$ cat config.mk
export PLATFORM = sky130hd
export DESIGN_NAME = svga_timing_detector
export DESIGN_NICKNAME = d
export VERILOG_FILES = /design/src/rtl/svga_timing_detector.sv
export SDC_FILE = /design/constraint.sdc
export NUM_CORES = 1
export LEC_CHECK = 0
export BUFFER_PORTS_ARGS = -buffer_cell sky130_fd_sc_hd__buf_2
export CAP_MARGIN = 20
export CORE_UTILIZATION = 50
export CTS_BUF_LIST = sky130_fd_sc_hd__clkbuf_16
export DETAILED_ROUTE_END_ITERATION = 16
export PLACE_DENSITY = 0.68
export RECOVER_POWER = 50
export SYNTH_ARGS = -nofsm -noshare
export SYNTH_HDL_FRONTEND = slang
export SYNTH_SLANG_ARGS = --single-unit
$ cat constraint.sdc
create_clock -name pixel_clock -period 10.9 [get_ports pixel_clock]
set_clock_uncertainty 0.15 [all_clocks]
set_input_delay 1.09 -clock pixel_clock [delete_from_list [all_inputs] [get_ports pixel_clock]]
set_output_delay 1.09 -clock pixel_clock [all_outputs]
set_load 0.1 [all_outputs]
$ cat src/rtl/svga_timing_detector.sv
// SVGA timing detector: measures incoming sync/blank geometry, qualifies it over several
// frames, and regenerates active-area pixel/line coordinates plus a data enable.
module svga_timing_detector #(
  parameter int unsigned H_W         = 12,
  parameter int unsigned V_W         = 11,
  parameter int unsigned LOCK_FRAMES = 3,
  parameter int unsigned H_TIMEOUT   = 4095
) (
  input  logic           pixel_clock,
  input  logic           reset,
  input  logic           h_synch_in,
  input  logic           v_synch_in,
  input  logic           blank_in,
  output logic [H_W-1:0] h_total,
  output logic [H_W-1:0] h_active,
  output logic [V_W-1:0] v_total,
  output logic [V_W-1:0] v_active,
  output logic [H_W-1:0] pixel_x,
  output logic [V_W-1:0] line_y,
  output logic           de,
  output logic           frame_start,
  output logic           locked,
  output logic           timing_error
);

  localparam int unsigned MW = (LOCK_FRAMES < 2) ? 1 : $clog2(LOCK_FRAMES + 1);

  localparam logic [1:0] StSearch  = 2'd0;
  localparam logic [1:0] StMeasure = 2'd1;
  localparam logic [1:0] StVerify  = 2'd2;
  localparam logic [1:0] StLocked  = 2'd3;

  localparam logic [H_W-1:0] TimeoutMax = H_W'(H_TIMEOUT);
  localparam logic [H_W-1:0] TimeoutM1  = H_W'(H_TIMEOUT - 1);
  localparam logic [MW-1:0]  LockCnt    = MW'(LOCK_FRAMES);

  // Input edge registers
  logic h_prev_q, v_prev_q, b_prev_q;
  logic h_rise, v_rise, line_active, timeout;

  // Free-running measurement counters and their latched results
  logic [H_W-1:0] hcnt_q, hcnt_d, act_cnt_q, act_cnt_d;
  logic [V_W-1:0] vcnt_q, vcnt_d, vact_cnt_q, vact_cnt_d, vcnt_inc, vact_inc;
  logic [H_W-1:0] h_meas_q, h_meas_d, h_act_meas_q, h_act_meas_d;
  logic [V_W-1:0] v_meas_q, v_meas_d, v_act_meas_q, v_act_meas_d;

  // Frame geometry snapshot used for stability qualification
  logic [H_W-1:0] snap_h_q, snap_ha_q;
  logic [V_W-1:0] snap_v_q, snap_va_q;
  logic           snap_eq, snap_load;

  logic [1:0]    state_q, state_d;
  logic [MW-1:0] match_q, match_d;
  logic          locked_d, err_d, load_out;

  assign h_rise      = h_synch_in & ~h_prev_q;
  assign v_rise      = v_synch_in & ~v_prev_q;
  assign line_active = (act_cnt_q != '0);
  // Fires on the cycle hcnt would reach H_TIMEOUT and keeps firing while saturated
  assign timeout     = ~h_rise & (hcnt_q >= TimeoutM1);

  // Next-state of the line/frame measurement counters; a coincident h rise belongs to the
  // frame that the v rise closes
  always_comb begin
    hcnt_d = hcnt_q;
    if (h_rise) begin
      hcnt_d = '0;
    end else if (hcnt_q != TimeoutMax) begin
      hcnt_d = hcnt_q + H_W'(1);
    end

    act_cnt_d = act_cnt_q;
    if (h_rise) begin
      act_cnt_d = '0;
    end else if (!blank_in) begin
      act_cnt_d = act_cnt_q + H_W'(1);
    end

    vcnt_inc     = vcnt_q + V_W'(h_rise);
    vact_inc     = vact_cnt_q + V_W'(h_rise & line_active);
    vcnt_d       = v_rise ? '0 : vcnt_inc;
    vact_cnt_d   = v_rise ? '0 : vact_inc;

    h_meas_d     = h_rise ? (hcnt_q + H_W'(1)) : h_meas_q;
    h_act_meas_d = (h_rise && line_active) ? act_cnt_q : h_act_meas_q;
    v_meas_d     = v_rise ? vcnt_inc : v_meas_q;
    v_act_meas_d = v_rise ? vact_inc : v_act_meas_q;
  end

  assign snap_eq = (snap_h_q == h_meas_d) && (snap_ha_q == h_act_meas_d) &&
                   (snap_v_q == v_meas_d) && (snap_va_q == v_act_meas_d);

  // Lock qualification FSM; only v rises advance it, timeout overrides everything
  always_comb begin
    state_d   = state_q;
    match_d   = match_q;
    locked_d  = locked;
    err_d     = 1'b0;
    snap_load = 1'b0;
    load_out  = 1'b0;
    if (timeout) begin
      state_d  = StSearch;
      match_d  = '0;
      locked_d = 1'b0;
      err_d    = (state_q == StLocked);
    end else if (v_rise) begin
      case (state_q)
        StSearch: state_d = StMeasure;
        StMeasure: begin
          snap_load = 1'b1;
          match_d   = '0;
          state_d   = StVerify;
        end
        StVerify: begin
          if (snap_eq) begin
            if (match_q + MW'(1) == LockCnt) begin
              match_d  = '0;
              state_d  = StLocked;
              locked_d = 1'b1;
              load_out = 1'b1;
            end else begin
              match_d = match_q + MW'(1);
            end
          end else begin
            snap_load = 1'b1;
            match_d   = '0;
          end
        end
        StLocked: begin
          if (!snap_eq) begin
            err_d     = 1'b1;
            locked_d  = 1'b0;
            snap_load = 1'b1;
            match_d   = '0;
            state_d   = StVerify;
          end
        end
        default: state_d = StSearch;
      endcase
    end
  end

  // Edge registers, counters, measurements, snapshot and FSM state
  always_ff @(posedge pixel_clock or posedge reset) begin
    if (reset) begin
      h_prev_q     <= 1'b0;
      v_prev_q     <= 1'b0;
      b_prev_q     <= 1'b0;
      hcnt_q       <= '0;
      act_cnt_q    <= '0;
      vcnt_q       <= '0;
      vact_cnt_q   <= '0;
      h_meas_q     <= '0;
      h_act_meas_q <= '0;
      v_meas_q     <= '0;
      v_act_meas_q <= '0;
      snap_h_q     <= '0;
      snap_ha_q    <= '0;
      snap_v_q     <= '0;
      snap_va_q    <= '0;
      state_q      <= StSearch;
      match_q      <= '0;
    end else begin
      h_prev_q     <= h_synch_in;
      v_prev_q     <= v_synch_in;
      b_prev_q     <= blank_in;
      hcnt_q       <= hcnt_d;
      act_cnt_q    <= act_cnt_d;
      vcnt_q       <= vcnt_d;
      vact_cnt_q   <= vact_cnt_d;
      h_meas_q     <= h_meas_d;
      h_act_meas_q <= h_act_meas_d;
      v_meas_q     <= v_meas_d;
      v_act_meas_q <= v_act_meas_d;
      if (snap_load) begin
        snap_h_q  <= h_meas_d;
        snap_ha_q <= h_act_meas_d;
        snap_v_q  <= v_meas_d;
        snap_va_q <= v_act_meas_d;
      end
      state_q      <= state_d;
      match_q      <= match_d;
    end
  end

  // Registered outputs: geometry holds its last locked value until reset
  always_ff @(posedge pixel_clock or posedge reset) begin
    if (reset) begin
      h_total      <= '0;
      h_active     <= '0;
      v_total      <= '0;
      v_active     <= '0;
      pixel_x      <= '0;
      line_y       <= '0;
      de           <= 1'b0;
      frame_start  <= 1'b0;
      locked       <= 1'b0;
      timing_error <= 1'b0;
    end else begin
      if (load_out) begin
        h_total  <= h_meas_d;
        h_active <= h_act_meas_d;
        v_total  <= v_meas_d;
        v_active <= v_act_meas_d;
      end
      if (!blank_in) begin
        pixel_x <= b_prev_q ? '0 : (pixel_x + H_W'(1));
      end
      if (v_rise) begin
        line_y <= '0;
      end else if (h_rise && line_active) begin
        line_y <= line_y + V_W'(1);
      end
      de           <= ~blank_in & locked;
      frame_start  <= v_rise;
      locked       <= locked_d;
      timing_error <= err_d;
    end
  end

endmodule

; Word level (Yosys, flattened, before mapping)
; Index checks and enable logic that the tools add are counted.
[word_totals]
in_bits = 5
elab_cells = 115
register_bits = 218
out_inout_bits = 73
[classes]
n_eq_ne = 13
addsub = 7
magnitude_cmp = 1
mux = 43
n_bitwise = 9
reduce_logical = 15
[op_table]
columns = cell, n
row1 = $mux W12, 7
row2 = $mux W11, 6
row3 = $add A12 B1 Y12 const B, 3
row4 = $eq A12 B12 Y1, 2
row5 = $add A11 B1 Y11, 2
row6 = $eq A11 B11 Y1, 2
row7 = $mux W2, 10
row8 = $mux W1, 16
row9 = $ge A12 B12 Y1 const B, 1
row10 = $ne A12 B12 Y1 const B, 1
row11 = $reduce_bool A12 Y1, 1
row12 = $add A11 B1 Y11 const B, 1
row13 = $ne A3 B3 Y1 const B, 3
row14 = $pmux W2 S4, 1
row15 = $eq A2 B2 Y1 const B, 3
row16 = $pmux W2 S3, 1
row17 = $reduce_bool A2 Y1, 3
row18 = $and A1 B1 Y1, 5
row19 = $reduce_and A5 Y1, 1
row20 = $logic_and A1 B1 Y1, 4
row21 = $not A1 Y1, 4
row22 = $pmux W1 S2, 2
row23 = $reduce_and A4 Y1, 1
row24 = $reduce_bool A4 Y1, 1
row25 = 7 further kinds, 7

; Depth between registers and ports, before layout
; Gate-level depths: netlist (run 1).
[logic_depth]
word_depth = 12
mapped_depth = 20
mapped_depth_nobuf = 16

; Worst setup path after synthesis (run 1)
; No wires, ideal clock.
[synth_timing]
kind = input to register
start = input port h_synch_in
end = register snap_h_q[0]
arrival_time_ps = 5065
setup_slack_ps = 5560
setup_ps = 125
required_time_ps = 10625
path_buffers = 7
stages = 20
path_cell_list = nand2b_1 > buf_2 > inv_2 > buf_2 > buf_1 > buf_1 > ha_1 > ha_1 > nand3_1 > or3_1 > and3_1 > o41ai_1 > o211ai_1 > nor4_2 > and3_1 > buf_6 > a2111o_1 > buf_6 > buf_6 > mux2_4
[synth_between]
elab_chain_len = 11
elab_cells_between_ends = 22
classes_between = add/sub (2) / eq/ne (4) / mux (8) / bitwise (4) / reduce/logical (4)
[synth_lines]
columns = item, line
row1 = from (decl), 11  ; input logic h_synch_in,
row2 = $and A1 B1 Y1 *, 56  ; assign h_rise = h_synch_in & ~h_prev_q;
row3 = "parallel branches: the longest is 10 deep, another holds $add A11 B1 Y11", --
row4 = to (signal assigned), 176  ; snap_h_q <= h_meas_d;
row5 = to (decl), 48  ; logic [H_W-1:0] snap_h_q, snap_ha_q;
; Mark *: on every way between the ends.
; A chain may end at the register's enable or synchronous reset.

; Worst setup path after layout (run 1)
[layout_timing]
start = input port h_synch_in
end = register h_active[10]
[layout_between]
elab_cells_between_ends = 22
classes_between = add/sub (2) / eq/ne (4) / mux (8) / bitwise (4) / reduce/logical (4)
[layout_lines]
columns = item, line
row1 = $and A1 B1 Y1, 56
row2 = $add A11 B1 Y11, 79  ; vcnt_inc = vcnt_q + V_W'(h_rise);
row3 = $mux W11, 86  ; v_meas_d = v_rise ? vcnt_inc : v_meas_q;
row4 = via v_meas_d[6], 45  ; logic [V_W-1:0] v_meas_q, v_meas_d, v_act_meas_q, v_act_meas_d;
row5 = $eq A11 B11 Y1, 91  ; (snap_v_q == v_meas_d) && (snap_va_q == v_act_meas_d);
row6 = $logic_and A1 B1 Y1, 90  ; assign snap_eq = (snap_h_q == h_meas_d) && (snap_ha_q == h_act_meas_d) &&
row7 = $logic_and A1 B1 Y1, 91
row8 = $mux W1, 115  ; if (snap_eq) begin
row9 = $mux W1, 107  ; case (state_q)
row10 = $mux W1, 106  ; end else if (v_rise) begin
row11 = $mux W1, 101  ; if (timeout) begin
row12 = to (signal assigned), 202  ; h_active <= h_act_meas_d;
row13 = to (decl), 15  ; output logic [H_W-1:0] h_active,
; The timed path passes the listed nets, and every way through them passes these cells.

==> results.yml, run 1 <==
run_status:
  outcome: "finished with violations"
  failed_checks: "capacitance limit, slew limit"
clocking:
  htreeDepth: 1
  numCtsBuffers: 24
  hold_buffers: 0
  cts-root-buf: "clkbuf_16"
  cts_tree: "built"
  cts_resized: 0
  cts.sinks: 218
  insertion_delay_ns: 0.52
  cts.clk_slew.worst_paths_ns: 0.06
  cts_setup_buffers: 0
  clockBufferDepth: 3
detailed_routing:
  vias: 7630
  final_antenna_net_count: 0
  via_per_inst: 5.70
  first_pass_iters: 5
  drtIter0Drc: 499
  drc: 0
  routed_wl_mm: 24.5
  drt-wirelength-per-cell_um: 18.3
die:
  core.rowCount: 53
  die_area_mm2: 0.0222
  die_w_um: 149
  die_h_um: 149
  core_area_mm2: 0.0211
  initial_core_util: 0.513
  ioPinCount: 78
timing:
  hold_viol_final: 0
  post-route-period-util: 0.748
  slew_headroom: -3.15
  rsz0062_at_grt: "no"
  slew_viol_final: 336
  hold_slack_ns: 0.335
  min_period_ns: 8.15
  tns_ns: 0
  worst_pin_slew_ns: 6.18
  setup_viol: 0
  fmax_ghz: 0.123
critical_path:
  cp_slowest_stage_delay_ns: 1.25
  critical_path_arrival_ns: 8.39
  worst_path_max_delay_cell: "inv_1"
  path_class: "input port to flop"
  crit_chain: "clkbuf_1, nand2b_1, clkbuf_1, inv_1, ha_1, ha_1, nand3_1, o21ai_0, a31oi_2, xor2_1, a2111oi_0, and4_4, and3_1, nand4_4, mux2_1"
  critPathBufInv: 3
  crit_path_max_fanout: 46
  cp-end-kind: "flop"
  worstPathRequired_ns: 11.13
  critical_path.top_delay_family: "buffers and inverters"
  cp-start-kind: "input port"
finish:
  synthToLayoutAreaGrowth_pct: 11.2
  drive_gt1_frac: 0.144
  fillCellCount: 1835
  diodes: 0
  nNetsFinal: 1065
yosys:
  synth_nets: 1004
  syn_inst: 986
  yosys_warnings: 0
  synthArstFlopShare: 1.00
  ys_seq_area_frac: 0.504
  netlist-cell-type-count: 77
  syn-cell-area_mm2: 0.0108
  syn_area_per_cell_um2: 11.0
  synth_seq_cells: 218
  synth_ff_type: "dfrtp_1"
  synth_edf_count: 0
power_and_ir_drop:
  p_leak_nw: 5.70
  peakVddDrop_uv: 116
  power.density_mw_per_mm2: 188
place:
  dpl.hpwl_mm: 16.5
  place_congestion: 0.895
  port_buffers: 77
global_routing:
  grt_pass1_wl_mm: 40.0
  grt_pass1_vias: 7358
  grt_max_degree: 144
  overflow: 0
  gr-usage-all-layers: 0.228
  antenna_found_initial: 0
hold_path:
  hold_path.class: "flop to flop"
run:
  drv_cap: 5
==> worst register-to-register path: stages, from the launching register on <==
cell and delay (ns):
dfrtp_1 0.32, nand2b_1 0.09, clkbuf_1 1.21, inv_1 1.27, ha_1 0.58, ha_1 0.29, nand3_1 0.14, o21ai_0 0.15
a31oi_2 0.32, xor2_1 0.14, a2111oi_0 0.80, and4_4 0.40, and3_1 0.37, nand4_4 0.83, mux2_1 0.65
==> sequential cells by signal, summed over array words and instances, names as in the netlist, 12 cells and up <==
name and count:
snap_ha_q 12, pixel_x 12, h_total 12, act_cnt_q 12, hcnt_q 12, snap_h_q 12, h_meas_q 12, h_act_meas_q 12
h_active 12
==> final timing paths <==
path	from	endpoint	slack (ns)	cells after the start
worst max-delay path	h_synch_in	h_active[10]	2.75	15
worst min-delay path	v_active[9]	v_active[9]	0.33	1
worst max register to register	h_prev_q	h_active[10]	3.06	14
worst min register to register	v_active[9]	v_active[9]	0.33	1
max in group asynchronous	reset	hcnt_q[7]	5.46	2
min in group asynchronous	reset	line_y[8]	2.33	2
==> Yosys cell counts (all sizes together), types with 3 or more instances <==
master,instances,share of area
and2,5,0.0029
clkbuf,18,0.0062
nor4b,3,0.0038
or2,3,0.0017
o31ai,4,0.0028
a21oi,38,0.018
nand4,21,0.015
a311oi,3,0.0024
nand2,71,0.025
xor2,49,0.040
a31oi,19,0.015
o22ai,6,0.0035
dfrtp,218,0.50
mux2,97,0.11
nand2b,14,0.0081
nor3,13,0.0060
nand3,30,0.015
mux2i,7,0.0065
nor2,79,0.027
or4,3,0.0021
nor2b,11,0.0064
ha,13,0.015
and3,10,0.0058
o21ai,61,0.029
or3,18,0.010
xnor2,37,0.030
buf,29,0.017
inv,40,0.014
a22o,6,0.0049
a211oi,3,0.0021
nor4,9,0.0069
o221ai,3,0.0024
and4,4,0.0035
==> per-layer routing <==
metal | up-vias | global-route usage | wire length, um
met5 | - | 0 | 0
met4 | 0 | 0.0689 | 677
met3 | 46 | 0.0391 | 1160
met2 | 196 | 0.347 | 11100
met1 | 3777 | 0.333 | 11600
li1 | 3611 | - | -
==> final cells by class <==
class | count | area [um^2] | area share
Clock buffer | 25 | 626 | 0.0520
Clock inverter | 18 | 155 | 0.0129
Inverter | 40 | 151 | 0.0126
Multi-Input combinational cell | 681 | 4940 | 0.411
Sequential cell | 218 | 5460 | 0.454
Tap cell | 275 | 344 | 0.0286
Timing Repair Buffer | 82 | 350 | 0.0291
==> where the power goes <==
group	internal [mW]	switching (mW)	leakage (nW)	total [mW]
Sequential	0.895	0.0909	2.94	0.986
Clock	0.483	0.323	0.401	0.805
Combinational	0.196	0.279	2.35	0.475
Total	1.57	0.692	5.70	2.27
==> logic make-up after synthesis <==
group,share of synthesized area
fa+ha+maj,0.0150
xor+xnor,0.0696
flops,0.504
mux,0.121
compound gates,0.108
buf+inv,0.0372
simple gates,0.145
==> stage by stage <==
stage | cell area, um^2 | instances | worst slack (ns) | total power, mW | utilization
after floorplan | 10800 | 986 | 3.70 | 1.35 | -
after global placement | 11300 | 1296 | 3.88 | 1.47 | 0.538
after detailed placement | 11300 | 1296 | 3.75 | 1.47 | 0.538
after CTS | 12100 | 1339 | 4.30 | 2.28 | 0.575
after global routing | 12000 | 1339 | 2.15 | 2.37 | 0.570
final | 12000 | 1339 | 2.75 | 2.27 | 0.570
==> cells in the final DEF (no fill, tap or decap), drive strengths merged, types with 37 or more instances in the layout <==
cell type,count
inv,44
nor2,79
clkbuf,77
nand2,71
a21oi,38
o21ai,61
dfrtp,218
xnor2,37
xor2,49
mux2,97
Note: power is estimated with default switching activity, not from simulation.
==> run 2, diff against run 1 <==
--- a/config.mk
+++ b/config.mk
@@ -10,7 +10,7 @@
 export CORE_UTILIZATION = 50
 export CTS_BUF_LIST = sky130_fd_sc_hd__clkbuf_16
 export DETAILED_ROUTE_END_ITERATION = 16
-export PLACE_DENSITY = 0.68
+export PLACE_DENSITY = 0.71
 export RECOVER_POWER = 50
 export SYNTH_ARGS = -nofsm -noshare
 export SYNTH_HDL_FRONTEND = slang
==> constraint.sdc (replaced) <==
create_clock -name pixel_clock -period 7 [get_ports pixel_clock]
set_clock_uncertainty 0.15 [all_clocks]
set_input_delay 0.7 -clock pixel_clock [delete_from_list [all_inputs] [get_ports pixel_clock]]
set_output_delay 0.7 -clock pixel_clock [all_outputs]
set_load 0.1 [all_outputs]
==> results.yml, run 2 (same netlist as run 1, synthesis figures left out) <==
detailed_routing:
  vias: 7635
  routed_wl_mm: 25.2
  drc: 0
  final_antenna_net_count: 0
  via_per_inst: 5.69
  first_pass_iters: 5
  drtIter0Drc: 524
  drt-wirelength-per-cell_um: 18.8
clocking:
  numCtsBuffers: 24
  hold_buffers: 0
  cts-root-buf: "clkbuf_16"
  htreeDepth: 1
  cts.clk_slew.worst_paths_ns: 0.06
  clockBufferDepth: 3
  cts_tree: "built"
  cts_setup_buffers: 0
  cts_resized: 0
  insertion_delay_ns: 0.52
  cts.sinks: 218
timing:
  worst_pin_slew_ns: 2.07
  setup_viol: 0
  tns_ns: 0
  min_period_ns: 5.98
  rsz0062_at_grt: "no"
  fin_ws_ns: 1.02
  hold_slack_ns: 0.169
  slew_viol_final: 46
  post-route-period-util: 0.855
  slew_headroom: -0.382
  fmax_ghz: 0.167
  hold_viol_final: 0
run_status:
  outcome: "finished with violations"
  failed_checks: "capacitance limit, slew limit"
global_routing:
  gr-usage-all-layers: 0.236
  met3_usage: 0.0346
  use_met1: 0.337
  antenna_found_initial: 0
  busiest_layer: "met2"
  globalRouteMet2Util: 0.361
  grt_max_degree: 144
  grt_pass1_wl_mm: 41.0
  grt_pass1_vias: 7522
  overflow: 0
finish:
  seq_area_mm2: 0.00546
  drive_gt1_frac: 0.146
  diodes: 0
  final_common_cell: "dfrtp_1"
  nNetsFinal: 1069
  most-common-layout-cells: "218 x dfrtp_1, 79 x nor2_1, 71 x nand2_1"
  instances_no_fill: 1343
  fillCellCount: 1792
  synthToLayoutAreaGrowth_pct: 11.6
  multiInputGateArea_mm2: 0.00494
critical_path:
  r2r-end: "snap_va_q[3]"
  crit_path_max_fanout: 18
  critical_path_arrival_ns: 6.23
  cp-end-kind: "flop"
  ff2ff_path_depth: 17
  cp-start-kind: "flop"
  rr_startpoint: "act_cnt_q[0]"
  path_class: "flop to flop"
  worstPathRequired_ns: 7.25
  rrSetupSlack_ns: 1.02
hold_path:
  hold_path.class: "input port to flop"
  min_path_cells: 1
  hold_start: "v_synch_in"
  whs_endpoint: "v_prev_q"
power_and_ir_drop:
  switchingPower_mw: 1.09
  p_seq_frac: 0.433
  clkPwrFrac: 0.354
  peakVddDrop_uv: 193
  power.density_mw_per_mm2: 293
  p_sw_frac: 0.307
  pwr-share-comb: 0.213
  total_power_mw: 3.54
  p_leak_nw: 5.72
  p_int_mw: 2.45
place:
  port_buffers: 77
  place_congestion: 0.838
  dpl.hpwl_mm: 17.4
  dpl.cell_count: 1300
  place_worst_setup_slack_ns: 0.864
run:
  drv_cap: 1
die:
  ioPinCount: 78
  initial_core_util: 0.513
  die_area_mm2: 0.0222
  core_area_mm2: 0.0211
  die_h_um: 149
  core.rowCount: 53
  die_w_um: 149
## run 2: layout make-up
class	count	share of cell area
clock buffers	25	0.0518
clock inverters	18	0.0130
inverters	40	0.0131
multi-input cells	681	0.409
flip-flops and latches	218	0.452
well taps	275	0.0285
repair buffers	86	0.0322
## run 2: through the flow
stage          utilization  cell area (um^2)
6_report             0.572             12100
5_1_grt              0.572             12100
4_1_cts              0.577             12200
3_5_place_dp         0.540             11400
3_3_place_gp         0.540             11400
2_1_floorplan            -             10800
## run 2: power groups by stage
| stage | registers (mW) | clock network [mW] | logic [mW] |
|---|---|---|---|
| 2_1_floorplan | 1.56 | 0 | 0.542 |
| 3_3_place_gp | 1.55 | 0 | 0.737 |
| 3_5_place_dp | 1.55 | 0 | 0.752 |
| 4_1_cts | 1.53 | 1.28 | 0.755 |
| 5_1_grt | 1.55 | 1.33 | 0.819 |
| 6_report | 1.53 | 1.25 | 0.752 |
## run 2: how the worst max path moves through the flow
stage | start | endpoint | slack [ns] | depth (start not counted)
4_1_cts | act_cnt_q[0] | snap_v_q[8] | 1.15 | 17
2_1_floorplan | reset | act_cnt_q[0] | 0.19 | 1
3_5_place_dp | h_synch_in | snap_v_q[8] | 0.86 | 16
5_1_grt | act_cnt_q[1] | snap_va_q[3] | 0.71 | 17
6_report | act_cnt_q[0] | snap_va_q[3] | 1.02 | 17
3_3_place_gp | h_synch_in | snap_v_q[8] | 1.0 | 16
## run 2: critical path: stages, from the launching register on
cell	delay, ns
dfrtp_1	0.44
inv_1	0.11
ha_1	0.17
nor4b_4	0.37
a31o_1	0.50
inv_2	0.21
ha_1	0.26
ha_1	0.23
nand4_1	0.19
o21ai_0	0.21
a31oi_4	0.26
xor2_1	0.18
nor4_1	0.52
and4_4	0.31
and3_1	0.38
a2111o_2	0.61
buf_4	0.40
mux2_4	0.34
## run 2: layer usage
metal	routed length, um	vias to the layer above	share of wire
met2	11300	216	0.45
li1	-	3610	-
met4	995	0	0.040
met1	11700	3749	0.47
met5	0	-	0
met3	1120	60	0.045
